==> config.mk <==
export PLATFORM = sky130hd
export DESIGN_NAME = approx_mac_accumulator
export DESIGN_NICKNAME = d
export VERILOG_FILES = /design/src/rtl/approx_mac_accumulator.sv
export SDC_FILE = /design/constraint.sdc
export NUM_CORES = 1
export LEC_CHECK = 0
export CORE_MARGIN = 10
export CORE_UTILIZATION = 49
export DETAILED_ROUTE_END_ITERATION = 12
export PLACE_DENSITY = 0.76
export SLEW_MARGIN = 20
export SYNTH_ARGS = -nofsm -noshare
export SYNTH_HDL_FRONTEND = slang
export SYNTH_SLANG_ARGS = --single-unit
==> constraint.sdc <==
create_clock -name clk -period 2.8 [get_ports clk]
set_input_delay 0.7 -clock clk [delete_from_list [all_inputs] [get_ports clk]]
set_output_delay 0.7 -clock clk [all_outputs]
set_load 0.01 [all_outputs]
==> src/rtl/approx_mac_accumulator.sv <==
// approx_mac_accumulator: sums a stream of signed products into one result per group.
// Optional ACC_SAT_EN macro enables saturating addition and the sticky acc_sat flag.
module approx_mac_accumulator #(
   parameter int PROD_W  = 32,
   parameter int ACC_W   = 40,
   parameter int MAX_LEN = 256,
   parameter int CNT_W   = 9
) (
   input  logic              clk,
   input  logic              rst_n,
   input  logic              prod_valid,
   output logic              prod_ready,
   input  logic [PROD_W-1:0] prod_data,
   input  logic              prod_last,
   output logic              acc_valid,
   input  logic              acc_ready,
   output logic [ACC_W-1:0]  acc_data,
   output logic [CNT_W-1:0]  acc_count,
   output logic              acc_len_err,
   output logic              acc_sat
);

   typedef enum logic [1:0] {
      IDLE,
      ACCUM,
      HOLD
   } state_t;

   localparam logic [CNT_W-1:0] MAX_CNT = CNT_W'(MAX_LEN);
   localparam logic [CNT_W-1:0] ONE_CNT = CNT_W'(1);

   state_t           state;
   state_t           state_nx;
   logic [ACC_W-1:0] acc;
   logic [ACC_W-1:0] acc_nx;
   logic [CNT_W-1:0] cnt;
   logic [CNT_W-1:0] cnt_nx;
   logic [CNT_W-1:0] cnt_inc;
   logic             err;
   logic             err_nx;
   logic             sat;
   logic             sat_nx;
   logic             accept;
   logic [ACC_W-1:0] prod_ext;
   logic [ACC_W-1:0] sum;
   logic             sat_add;

   assign prod_ext   = {{(ACC_W-PROD_W){prod_data[PROD_W-1]}}, prod_data};
   assign prod_ready = rst_n && (state != HOLD);
   assign accept     = prod_valid && prod_ready;
   assign cnt_inc    = cnt + ONE_CNT;

`ifdef ACC_SAT_EN
   logic [ACC_W-1:0] raw;
   logic             ovf;

   assign raw = acc + prod_ext;
   assign ovf = (acc[ACC_W-1] == prod_ext[ACC_W-1]) &&
                (raw[ACC_W-1] != acc[ACC_W-1]);

   // clamp toward the sign of the operands on signed overflow
   always_comb begin
      sum     = raw;
      sat_add = ovf;
      if (ovf) begin
         if (acc[ACC_W-1])
            sum = {1'b1, {(ACC_W-1){1'b0}}};
         else
            sum = {1'b0, {(ACC_W-1){1'b1}}};
      end
   end
`else
   assign sum     = acc + prod_ext;
   assign sat_add = 1'b0;
`endif

   // next-state and next-value logic for the group FSM
   always_comb begin
      state_nx = state;
      acc_nx   = acc;
      cnt_nx   = cnt;
      err_nx   = err;
      sat_nx   = sat;
      unique case (state)
         IDLE: begin
            if (accept) begin
               acc_nx = prod_ext;
               cnt_nx = ONE_CNT;
               err_nx = 1'b0;
               sat_nx = 1'b0;
               if (prod_last || (MAX_LEN == 1)) begin
                  state_nx = HOLD;
                  err_nx   = !prod_last;
               end else begin
                  state_nx = ACCUM;
               end
            end
         end
         ACCUM: begin
            if (accept) begin
               acc_nx = sum;
               cnt_nx = cnt_inc;
               sat_nx = sat | sat_add;
               if (prod_last) begin
                  state_nx = HOLD;
               end else if (cnt_inc == MAX_CNT) begin
                  state_nx = HOLD;
                  err_nx   = 1'b1;
               end
            end
         end
         HOLD: begin
            if (acc_ready)
               state_nx = IDLE;
         end
         default: state_nx = IDLE;
      endcase
   end

   // state and result registers; reset discards any partial group
   always_ff @(posedge clk or negedge rst_n) begin
      if (!rst_n) begin
         state <= IDLE;
         acc   <= '0;
         cnt   <= '0;
         err   <= 1'b0;
         sat   <= 1'b0;
      end else begin
         state <= state_nx;
         acc   <= acc_nx;
         cnt   <= cnt_nx;
         err   <= err_nx;
         sat   <= sat_nx;
      end
   end

   assign acc_valid   = (state == HOLD);
   assign acc_data    = acc;
   assign acc_count   = cnt;
   assign acc_len_err = err;
   assign acc_sat     = sat;

endmodule

# Yosys cells after proc, flatten, opt, wreduce, memory -nomap -nowiden
# Cells that the tools add are included.
# totals
reg_bits	52
word_cells	43
# classes
n_addsub	2
n_eq_ne	10
mux	19
reduce_logical	8
# op_table
cell	n
2-to-1 mux 40 bit	2
one-hot mux 40 bit (2 select lines)	1
adder 40 bit	1
2-to-1 mux 9 bit	2
one-hot mux 9 bit (2 select lines)	1
2-to-1 mux 2 bit	6
!= test 2 bit (second input constant)	5
adder 9 x 1 -> 9 bit (second input constant)	1
equality test 9 bit (second input constant)	1
one-hot mux 2 bit (3 select lines)	1
2-to-1 mux 1 bit	5
AND reduction 5 bit	1
AND reduction 4 bit	1
!= test 3 bit (second input constant)	1
AND reduction 3 bit	1
equality test 2 x 1 -> 1 bit (second input constant)	1
equality test 2 bit (second input constant)	1
logical AND 1 bit	2
logical NOT 2 bit	1
!= test 2 x 1 -> 1 bit (second input constant)	1
one-hot mux 1 bit (2 select lines)	1
nonzero test 2 bit	1
logical NOT 1 bit	1

# Longest topological paths before layout
# depth
ltp_word	6
ltp_mapped	12
ltp_nobuf	12

# Least setup slack after synthesis
# No wires, ideal clock.
# synth_path
kind	input to register
start	input port prod_data[0]
end	register acc[32] (netlist: acc_data[32])
arrival_time_ns	2.816
t_required_ns	2.708
slack_ns	-0.108
path_stages	12
n_path_buf	0
cell_sequence	ha_1 > inv_1 > fa_1 > nor2b_1 > o211ai_1 > a21o_1 > a211o_1 > nand3_2 > o21ai_2 > a2111oi_4 > nor3_1 > o31ai_2
# synth_via
elab_chain_len	3
# synth_rtl
item	line	source
start: declaration	13	input logic [PROD_W-1:0] prod_data,
adder 40 bit	73	assign sum = acc + prod_ext;
2-to-1 mux 40 bit	100	if (accept) begin
one-hot mux 40 bit (2 select lines)	84	unique case (state)
end signal: assignment	130	acc <= acc_nx;
end: declaration	34	logic [ACC_W-1:0] acc;
# No other way between the ends. The select of a mux whose other input is x is not followed.
# A chain may end at the register's enable or synchronous reset.

# Final worst setup path
# layout_path
start	input port prod_data[12]
end	register acc[33] (netlist: acc_data[33])
# Same word-level chain as after synthesis.

==> impl_metrics.xml <==
<?xml version="1.0" encoding="UTF-8"?>
<metrics>
  <group name="finish">
    <metric name="final_layout_size_suffix_gt1_share" unit="%">32.6</metric>
    <metric name="multi_input_area" unit="mm2">0.00381</metric>
    <metric name="nNetsFinal" unit="">855</metric>
    <metric name="finish.instance_area" unit="mm2">0.00734</metric>
    <metric name="num-fill-cells" unit="">685</metric>
    <metric name="number_of_antenna_diodes" unit="">0</metric>
    <metric name="area.growth.synth_to_final" unit="%">51.5</metric>
    <metric name="seq_area" unit="mm2">0.00130</metric>
  </group>
  <group name="global_route">
    <metric name="first_global_vias" unit="">5575</metric>
    <metric name="grt_pass1_wl" unit="um">26900</metric>
    <metric name="grt_overflow_total" unit="">0</metric>
    <metric name="grt_antenna_before_repair" unit="">0</metric>
    <metric name="grt_max_degree" unit="">52</metric>
    <metric name="global_route.usage.total" unit="%">22.3</metric>
  </group>
  <group name="floorplanning">
    <metric name="starting_density_of_the_core" unit="%">50.0</metric>
    <metric name="core-area" unit="mm2">0.00968</metric>
    <metric name="std_cell_rows" unit="">36</metric>
    <metric name="die_height" unit="um">119</metric>
    <metric name="die_area" unit="mm2">0.0143</metric>
    <metric name="die_width" unit="um">119</metric>
    <metric name="boundaryPins" unit="">90</metric>
  </group>
  <group name="sta">
    <metric name="maxSlewHeadroom" unit="%">53.5</metric>
    <metric name="fin_ws" unit="ns">-0.0801</metric>
    <metric name="finalSetupViolCount" unit="">3</metric>
    <metric name="layout_worst_path_cycle_share" unit="%">103</metric>
    <metric name="maxClockFrequency" unit="GHz">0.347</metric>
    <metric name="final.min_clock_period" unit="ns">2.88</metric>
    <metric name="final.setup_skew" unit="ns">0.00706</metric>
    <metric name="grt_setup_unrepaired" unit="">true</metric>
    <metric name="worst_pin_slew" unit="ns">0.698</metric>
    <metric name="timing_hold_violations_final" unit="">0</metric>
    <metric name="slew_violations" unit="">0</metric>
  </group>
  <group name="run_status">
    <metric name="run_status" unit="">complete, but fails checks</metric>
    <metric name="violations" unit="">setup timing</metric>
  </group>
  <group name="power_and_ir_drop">
    <metric name="sw_share" unit="%">42.8</metric>
    <metric name="internal_power" unit="W">0.00391</metric>
    <metric name="p_seq_share" unit="%">18.9</metric>
    <metric name="power.ir.vdd_worst" unit="uV">536</metric>
    <metric name="share_of_power_burned_in_combinational_logic" unit="%">73.0</metric>
    <metric name="leakagePower" unit="nW">3.30</metric>
    <metric name="power.switching" unit="W">0.00293</metric>
    <metric name="pwr-share-clk" unit="%">8.1</metric>
    <metric name="finalPower" unit="W">0.00683</metric>
    <metric name="pwr_density_cell" unit="mW/mm2">931</metric>
  </group>
  <group name="route">
    <metric name="drc" unit="">0</metric>
    <metric name="post_drt_via_cell_ratio" unit="">5.93</metric>
    <metric name="detail_route.wirelength" unit="um">17400</metric>
    <metric name="dr.pass1.iters" unit="">5</metric>
    <metric name="wire_per_inst" unit="um">19.1</metric>
    <metric name="first_iter_violations" unit="">369</metric>
    <metric name="route.antenna.remaining_nets" unit="">0</metric>
    <metric name="via_count" unit="">5406</metric>
  </group>
  <group name="synth">
    <metric name="ys.flop_type" unit="">sky130_fd_sc_hd__dfrtp_1</metric>
    <metric name="synthArstFlopShare" unit="%">100</metric>
    <metric name="avg_synthesized_cell_area" unit="um2">8.47</metric>
    <metric name="synth.yosys.seq_area_share" unit="%">26.9</metric>
    <metric name="yosys_warnings" unit="">0</metric>
    <metric name="synth_nets" unit="">650</metric>
    <metric name="netlist_area" unit="mm2">0.00484</metric>
    <metric name="synth_enable_flop_cells" unit="">0</metric>
    <metric name="synth_cell_types" unit="">77</metric>
    <metric name="netlist_instances" unit="">572</metric>
    <metric name="ys_seq_elements" unit="">52</metric>
  </group>
  <group name="clock_tree">
    <metric name="clkSlewWorstSetupHoldPaths" unit="ns">0.11</metric>
    <metric name="htree_num_levels" unit="">2</metric>
    <metric name="tritoncts_clock_tree" unit="">yes</metric>
    <metric name="cts-root-to-sink-buffers" unit="">2</metric>
    <metric name="clock_tree.root_cell" unit="">sky130_fd_sc_hd__clkbuf_8</metric>
    <metric name="clkLatencyLatePin" unit="ns">0.32</metric>
    <metric name="cts_made_buffers" unit="">5</metric>
    <metric name="cts.sink_count" unit="">52</metric>
    <metric name="postCtsHoldBufs" unit="">0</metric>
  </group>
  <group name="place">
    <metric name="buffer_ports.inserted" unit="">88</metric>
    <metric name="post_dp_cell_area" unit="mm2">0.00666</metric>
    <metric name="hpwlAfterDp" unit="um">11700</metric>
    <metric name="pre_cts_ws" unit="ns">-0.729</metric>
    <metric name="place.gp.congestion" unit="">0.962</metric>
  </group>
  <group name="critical_path">
    <metric name="timing.critical_path.required" unit="ns">3.02</metric>
    <metric name="criticalPathCategory" unit="">in -&gt; reg</metric>
    <metric name="worstSetupStartpointType" unit="">primary input</metric>
    <metric name="critPathArrivalTime" unit="ns">3.10</metric>
    <metric name="timing.critical_path.to_type" unit="">flip-flop</metric>
    <metric name="cp_max_fo" unit="">4</metric>
  </group>
  <group name="flow_run">
    <metric name="drv_cap" unit="">0</metric>
  </group>
  <group name="hold_path">
    <metric name="min_path_type" unit="">in -&gt; async</metric>
  </group>
</metrics>
-- per-stage QoR --
stage / instances / hold WS [ns] / TNS [ns] / util [%]
finish: 911 / 0.184 / -0.169 / 75.8
global route: 911 / 0.183 / -0.954 / 75.8
CTS: 903 / 0.180 / 0 / 74.4
detailed placement: 889 / 0.502 / -14.56 / 68.8
global placement: 889 / 0.481 / -13.13 / 68.8
floorplan: 572 / 0.404 / -0.0426 / -
-- cell usage after synthesis (all sizes together), types with 9 or more instances --
library cell	number	area share, %
nor3	13	1.8
clkbuf	18	2.2
o21ai	56	5.9
nand4	9	1.4
xnor2	17	3.1
nand3	12	1.3
buf	14	2.1
a21o	28	4.4
xor2	14	2.5
nor2	32	2.6
nand2	78	6.0
a21oi	52	5.7
dfrtp	52	27
inv	10	0.78
mux2i	10	2.1
ha	40	10
o221ai	10	1.8
-- layout by cell type, fill, tap and decap left out, types with 11 or more instances in the layout --
master	count
sky130_fd_sc_hd__buf_4	142
sky130_fd_sc_hd__nand2_1	76
sky130_fd_sc_hd__clkdlybuf4s50_1	57
sky130_fd_sc_hd__dfrtp_1	52
sky130_fd_sc_hd__o21ai_0	41
sky130_fd_sc_hd__a21oi_1	39
sky130_fd_sc_hd__nor2_1	28
sky130_fd_sc_hd__a21o_1	27
sky130_fd_sc_hd__ha_4	26
sky130_fd_sc_hd__xnor2_1	17
sky130_fd_sc_hd__dlygate4sd2_1	15
sky130_fd_sc_hd__xor2_1	14
sky130_fd_sc_hd__ha_1	13
sky130_fd_sc_hd__a21oi_2	12
sky130_fd_sc_hd__o21ai_1	11
-- per-layer routing --
metal	wire, um	up-vias	GRT usage [%]	share of wire [%]
met2	8670	234	39.7	50
met4	528	0	9.05	3.0
li1	-	2512	-	-
met1	7040	2611	26.1	41
met5	0	-	0	0
met3	1120	49	3.54	6.5
-- worst paths after layout --
path	startpoint	to	slack (ns)	cells past startpoint
worst min-delay path	rst_n	state[0]	0.18	1
worst max-delay path	prod_data[12]	acc_data[33]	-0.08	10
worst max register to register	acc_data[0]	acc_data[39]	0.06	11
worst min register to register	acc_data[9]	acc_data[9]	0.52	2
max in group asynchronous	rst_n	acc_data[29]	1.69	2
min in group clk	acc_data[9]	acc_data[9]	0.52	2
-- sequential cells by signal (all words and copies together), names as in the netlist --
name         cells
acc_data        40
acc_len_err      1
acc_count        9
state            2
-- power groups by stage --
| stage | clock network [W] | logic [W] | registers, W |
|---|---|---|---|
| final | 0.000550 | 0.00499 | 0.00129 |
| after global routing | 0.000577 | 0.00539 | 0.00133 |
| after CTS | 0.000552 | 0.00470 | 0.00128 |
| after detailed placement | 0 | 0.00431 | 0.00123 |
| after global placement | 0 | 0.00421 | 0.00123 |
| after floorplan | 0 | 0.00237 | 0.00131 |
-- cell families after synthesis --
family | Yosys count | share of synthesized area, %
adders and majority gates | 41 | 10.7
buffers and inverters | 43 | 5.30
and+or+nand+nor | 187 | 19.3
other | 1 | 0.0774
AOI/OAI and AO/OA | 203 | 28.9
xor gates and xnor gates | 31 | 5.61
DFF | 52 | 26.9
muxes | 14 | 3.15
-- repair_timing --
item | in CTS | in global routing
endpoints found under the hold margin | 0 | 0
pin swaps | 43 | 42
endpoints found under the setup margin | 23 | 15
gates resized for setup | 96 | 31
setup buffers | 6 | 8
-- cell type report --
type | instances | area share (%)
Sequential cell | 52 | 17.7
Tap cell | 133 | 2.27
Inverter | 10 | 0.512
Clock buffer | 5 | 0.938
Timing Repair Buffer | 231 | 26.1
Clock inverter | 3 | 0.580
Multi-Input combinational cell | 477 | 51.9
-- critical path: stages --
cell and delay (ns):
sky130_fd_sc_hd__dlygate4sd2_1 0.27, sky130_fd_sc_hd__ha_4 0.28, sky130_fd_sc_hd__buf_4 0.13, sky130_fd_sc_hd__nand4_1 0.29, sky130_fd_sc_hd__a2111oi_4 0.57, sky130_fd_sc_hd__nor2_2 0.09
sky130_fd_sc_hd__a21oi_4 0.18, sky130_fd_sc_hd__a31oi_1 0.12, sky130_fd_sc_hd__xnor2_1 0.15, sky130_fd_sc_hd__a221o_1 0.32
(Power assumes the default switching activity.)
